## src/rtl/alu_mdu.sv

```systemverilog
// RV32M-style multiply/divide unit: one-cycle full-width multiply, iterative restoring divide.
// A single request is in flight at a time; the result is held until it is consumed.
module alu_mdu #(
    parameter int WIDTH    = 32,
    parameter int DIV_STEP = 1
) (
    input  logic             clk,
    input  logic             rst,
    input  logic             flush,
    input  logic             in_valid,
    output logic             in_ready,
    input  logic [2:0]       op,
    input  logic [WIDTH-1:0] a,
    input  logic [WIDTH-1:0] b,
    output logic             out_valid,
    input  logic             out_ready,
    output logic [WIDTH-1:0] result,
    output logic             busy
);

    localparam int XW    = 2 * WIDTH + 1;
    localparam int STEPS = WIDTH / DIV_STEP;
    localparam int CW    = $clog2(STEPS) + 1;

    typedef enum logic [1:0] {
        S_IDLE,
        S_MUL,
        S_DIV,
        S_DONE
    } state_e;

    state_e             state_q, state_d;
    logic [2:0]         op_q, op_d;
    logic [WIDTH-1:0]   a_q, a_d;
    logic [WIDTH-1:0]   b_q, b_d;
    logic [WIDTH-1:0]   rem_q, rem_d;
    logic [WIDTH-1:0]   quo_q, quo_d;
    logic               neg_q, neg_d;
    logic [CW-1:0]      cnt_q, cnt_d;
    logic [WIDTH-1:0]   result_q, result_d;

    logic               sgn_in;
    logic [WIDTH-1:0]   abs_a_in;
    logic               div_by_zero;
    logic               div_ovf;

    logic               a_sgn, b_sgn;
    logic [XW-1:0]      a_ext, b_ext, prod;
    logic               unused_prod_msb;

    logic [WIDTH-1:0]   div_mag;
    logic [WIDTH-1:0]   rem_v, quo_v;
    logic [WIDTH:0]     trial;

    // Operands sign-extended (or zero-extended) to 2*WIDTH+1 bits so one multiplier covers all four ops.
    assign a_sgn           = op_q[1] ^ op_q[0];
    assign b_sgn           = (op_q == 3'd1);
    assign a_ext           = {{(WIDTH + 1){a_q[WIDTH-1] & a_sgn}}, a_q};
    assign b_ext           = {{(WIDTH + 1){b_q[WIDTH-1] & b_sgn}}, b_q};
    assign prod            = a_ext * b_ext;
    assign unused_prod_msb = prod[XW-1];

    assign div_mag     = (!op_q[0] && b_q[WIDTH-1]) ? -b_q : b_q;
    assign sgn_in      = !op[0];
    assign abs_a_in    = (sgn_in && a[WIDTH-1]) ? -a : a;
    assign div_by_zero = (b == '0);
    assign div_ovf     = sgn_in && (a == {1'b1, {(WIDTH - 1){1'b0}}}) && (b == '1);

    always_comb begin
        // NOTE: every signal written here gets a default first, otherwise paths that skip it infer latches.
        state_d  = state_q;
        op_d     = op_q;
        a_d      = a_q;
        b_d      = b_q;
        rem_d    = rem_q;
        quo_d    = quo_q;
        neg_d    = neg_q;
        cnt_d    = cnt_q;
        result_d = result_q;
        rem_v    = rem_q;
        quo_v    = quo_q;
        trial    = '0;

        case (state_q)
            S_IDLE: begin
                if (in_valid) begin
                    op_d  = op;
                    a_d   = a;
                    b_d   = b;
                    rem_d = '0;
                    quo_d = abs_a_in;
                    cnt_d = '0;
                    // Quotient sign is the XOR of operand signs; remainder follows the dividend.
                    neg_d = op[1] ? (sgn_in & a[WIDTH-1])
                                  : (sgn_in & (a[WIDTH-1] ^ b[WIDTH-1]));
                    if (!op[2]) begin
                        state_d = S_MUL;
                    end else if (div_by_zero) begin
                        result_d = op[1] ? a : '1;
                        state_d  = S_DONE;
                    end else if (div_ovf) begin
                        result_d = op[1] ? '0 : a;
                        state_d  = S_DONE;
                    end else begin
                        state_d = S_DIV;
                    end
                end
            end
            S_MUL: begin
                result_d = (op_q[1:0] == 2'b00) ? prod[WIDTH-1:0] : prod[2*WIDTH-1:WIDTH];
                state_d  = S_DONE;
            end
            S_DIV: begin
                for (int i = 0; i < DIV_STEP; i++) begin
                    trial = {rem_v, quo_v[WIDTH-1]};
                    quo_v = {quo_v[WIDTH-2:0], 1'b0};
                    if (trial >= {1'b0, div_mag}) begin
                        rem_v    = trial[WIDTH-1:0] - div_mag;
                        quo_v[0] = 1'b1;
                    end else begin
                        rem_v = trial[WIDTH-1:0];
                    end
                end
                rem_d = rem_v;
                quo_d = quo_v;
                cnt_d = cnt_q + CW'(1);
                if (cnt_q == CW'(STEPS - 1)) begin
                    if (op_q[1]) begin
                        result_d = neg_q ? -rem_v : rem_v;
                    end else begin
                        result_d = neg_q ? -quo_v : quo_v;
                    end
                    state_d = S_DONE;
                end
            end
            S_DONE: begin
                if (out_ready) begin
                    state_d = S_IDLE;
                end
            end
            default: state_d = S_IDLE;
        endcase

        // A squash discards whatever was in progress, including a result about to land.
        if (flush) begin
            state_d  = S_IDLE;
            result_d = result_q;
            cnt_d    = '0;
        end
    end

    always_ff @(posedge clk) begin
        // NOTE: sequential state uses non-blocking assignments so all flops update from pre-edge values.
        if (rst) begin
            state_q  <= S_IDLE;
            op_q     <= '0;
            a_q      <= '0;
            b_q      <= '0;
            rem_q    <= '0;
            quo_q    <= '0;
            neg_q    <= 1'b0;
            cnt_q    <= '0;
            result_q <= '0;
        end else begin
            state_q  <= state_d;
            op_q     <= op_d;
            a_q      <= a_d;
            b_q      <= b_d;
            rem_q    <= rem_d;
            quo_q    <= quo_d;
            neg_q    <= neg_d;
            cnt_q    <= cnt_d;
            result_q <= result_d;
        end
    end

    assign in_ready  = (state_q == S_IDLE);
    assign busy      = (state_q != S_IDLE);
    assign out_valid = (state_q == S_DONE);
    assign result    = result_q;

endmodule

```

## config.mk

```make
export PLATFORM = sky130hd
export DESIGN_NAME = alu_mdu
export DESIGN_NICKNAME = d
export VERILOG_FILES = /design/src/rtl/alu_mdu.sv
export SDC_FILE = /design/constraint.sdc
export NUM_CORES = 2
export LEC_CHECK = 0
export ABC_CLOCK_PERIOD_IN_PS = 8500
export CORE_ASPECT_RATIO = 0.9
export CORE_MARGIN = 2
export CORE_UTILIZATION = 35
export CTS_CLUSTER_SIZE = 30
export DETAILED_ROUTE_END_ITERATION = 8
export GPL_ROUTABILITY_DRIVEN = 1
export SLEW_MARGIN = 15
export SYNTH_ARGS = -nofsm -noshare
export SYNTH_HDL_FRONTEND = slang
export SYNTH_SLANG_ARGS = --single-unit
```

## constraint.sdc

```tcl
create_clock -name clk -period 8.5 [get_ports clk]
set_input_delay 2.55 -clock clk [delete_from_list [all_inputs] [get_ports clk]]
set_output_delay 2.55 -clock clk [all_outputs]
set_load 0.1 [all_outputs]
```

==> flow_summary.yaml <==
run_status:
  status: "finished, final reports clean"
worst_setup_path:
  cp-end-kind: "register"
  slowest_stage: "fa_1"
  path_class: "reg2reg"
  crit_path_max_fanout: 12
  reg2regPathDepth: 27
  cpPeakStageDelay_ps: 570
  required_ps: 8860
  cp_data_arrival_time_ps: 8680
  cp_num_buf_inv: 6
  r2r_setup_slack_ps: 180
  reg2reg_from: "b_q[18]"
  crit_family: "adder cells"
  r2r-end: "result[31]"
  critical_path.most_common_cell: "fa_1"
  crit_path_start_kind: "register"
synth:
  ys_types: 93
  synth_seq_cells: 172
  syn-num-nets: 7441
  yosysWarnings: 0
  netlist_area_um2: 50600
  synth_cells: 5988
  async_flop_share_pct: 0
  synth_edf_count: 0
  synth_area_per_cell_um2: 8.45
  yosys_most_used_dff: "dfxtp_1"
  ys_seq_area_share_pct: 6.81
grt:
  antenna_found_initial: 6
  grt_pass1_vias: 43400
  grt_overflow_total: 0
  grt_pass1_wl_mm: 263
  grt.total_usage_pct: 23.3
  grt_max_degree: 79
timing:
  period_needed_ps: 8320
  period_share_pct: 97.8
  setup_tns_ps: 0
  hold_slack_ps: 477
  hold_viol_final: 0
  finClkSkew_ps: 15.8
  setup_viol: 0
  worst_slew_pin_slew_ps: 1040
  fmax_ghz: 0.120
  fin_ws_ps: 184
  slew_headroom_pct: 30.1
  rsz0062_at_grt: "true"
  drv_slew: 0
pwr:
  powerDensity_nw_per_um2: 96.4
  pwr-share-comb_pct: 68.5
  p_int_mw: 2.71
  peakVddDrop_uv: 138
  clkPwrFrac_pct: 14.6
  power.leakage_nw: 24.7
  swShare_pct: 50.7
  finalPower_mw: 5.49
  p_switching_mw: 2.79
  sequentialPowerShare_pct: 16.9
layout:
  final_area_um2: 57000
  finish.utilization_pct: 39.7
  nets: 7566
  layout.cells.non_filler: 8003
  drive_gt1_share_pct: 8.93
  fill_cells: 14600
  area_delta_synth_final_pct: 12.7
detailed_routing:
  ant_nets: 0
  wirelength_mm: 169
  route.detailed.drc: 0
  wl_per_cell_um: 21.2
  firstDrtPassIters: 8
  vias_per_cell: 5.26
  vias: 42100
  drtIter0Drc: 3822
worst_hold_path:
  holdPathEnd: "op_q[2]"
  hold_start: "op_q[2]"
  hold_class: "reg2reg"
  whs_path_depth: 2
placement:
  place_inst: 7954
  place_hpwl_mm: 139
  placed_area_um2: 55900
  post-place-ws_ps: -156
  port_buffers: 106
  gp_congestion: 0.969
clock_network:
  htree_levels: 4
  tritoncts: "done"
  cts-root-buf: "clkbuf_16"
  clk_latency_ps: 470
  cts_buffer_depth: 2
  clk_pin_slew_ps: 80
  ctsHoldBuffers: 0
  numClockSinks: 172
  cts_buffers: 17
floorplan:
  rows: 132
  die-area_um2: 148000
  initial_core_util_pct: 35.2
  die_w_um: 405
  io_pins: 107
  fp.dieH_um: 365
  core_area_um2: 144000
run:
  maxCapViolCount: 0
## repair_timing
| item | CTS | global route |
|---|---|---|
| pin swaps | 14 | 63 |
| setup buffers | 5 | 12 |
| setup endpoints to repair | 6 | 22 |
| resized for setup | 17 | 101 |
## cell usage in the layout, fill, tap and decap left out, types with 14 or more instances in the layout
master and count:
a22oi_1 27, nor2_1 216, nor3_1 63, clkbuf_16 17
a211oi_1 25, o21bai_1 18, ha_1 246, inv_1 1102
dfxtp_1 148, xnor2_1 109, nand3_1 51, and3_1 31
buf_12 50, o21ai_0 173, nor2b_1 15, o31ai_1 28
or2_2 14, a21oi_1 233, and2_1 318, fa_1 1114
o211ai_1 25, o21a_1 23, xor2_1 79, clkdlybuf4s50_1 105
dfxtp_2 15, a21o_1 48, buf_4 303, inv_2 16
nand4_1 27, nand2_1 1099, mux2i_1 21, or3_1 18
nand2b_1 27, nor4_1 25
## cell type report
class	count	area (µm²)	area share, %
antenna	1	2.50	0.00439
inverter	1122	4220	7.40
clock inverter	14	124	0.217
tap	1876	2350	4.12
clock buffer	18	429	0.753
multi-input combinational	4329	41900	73.5
sequential	172	3500	6.13
timing repair buffer	471	4490	7.88
## power by group through the flow
stage	clock network (mW)	logic [mW]	registers (mW)
floorplan	0	2.06	0.924
global placement	0	3.56	0.946
detailed placement	0	3.59	0.947
CTS	0.801	3.63	0.928
global route	0.835	4.10	0.934
finish	0.802	3.76	0.930
## tightest hold or removal path: stages, from the launching register on
cell and delay (ps):
dfxtp_1 330, nand2_1 50, a21oi_1 50
## registers in the layout (all words and copies together) (netlist names)
signal / count
neg_q: 1
a_q: 32
result: 32
quo_q: 32
rem_q: 32
b_q: 32
cnt_q: 6
op_q: 3
state_q: 2
## Yosys cell counts, drive strengths merged (60+ instances only)
| cell type | count | area [µm²] |
|---|---|---|
| xnor2 | 109 | 955 |
| ha | 255 | 3190 |
| fa | 1126 | 22500 |
| nor2 | 217 | 815 |
| nor3 | 64 | 320 |
| buf | 60 | 253 |
| clkbuf | 305 | 1150 |
| xor2 | 79 | 692 |
| o21ai | 190 | 955 |
| a21oi | 245 | 1240 |
| nand2 | 1104 | 4140 |
| inv | 1121 | 4210 |
| dfxtp | 172 | 3440 |
| and2 | 321 | 2010 |
## how the worst max path moves through the flow
stage / from / endpoint / slack [ps] / depth (start not counted)
final: b_q[18] / result[31] / 180 / 27
after global routing: op_q[0] / result[29] / -40 / 32
after CTS: b_q[16] / result[31] / 8 / 30
after detailed placement: op_q[0] / result[31] / -160 / 33
after global placement: op_q[0] / result[27] / -130 / 33
after floorplan: op_q[1] / result[27] / 7 / 33
## metal layers
layer	vias to the layer above	wire length (µm)	track usage, %
li1	18500	-	-
met1	21700	73500	33.0
met2	1659	75600	36.4
met3	232	14300	3.98
met4	0	6010	7.16
met5	-	0	0
## logic make-up after synthesis
family | share of synthesized area (%)
compound gates | 9.67
xor+xnor | 3.25
fa+ha+maj | 50.9
buf+inv | 11.1
flops | 6.81
mux | 0.638
simple gates | 17.7
Power figures use the tool's default switching activity.
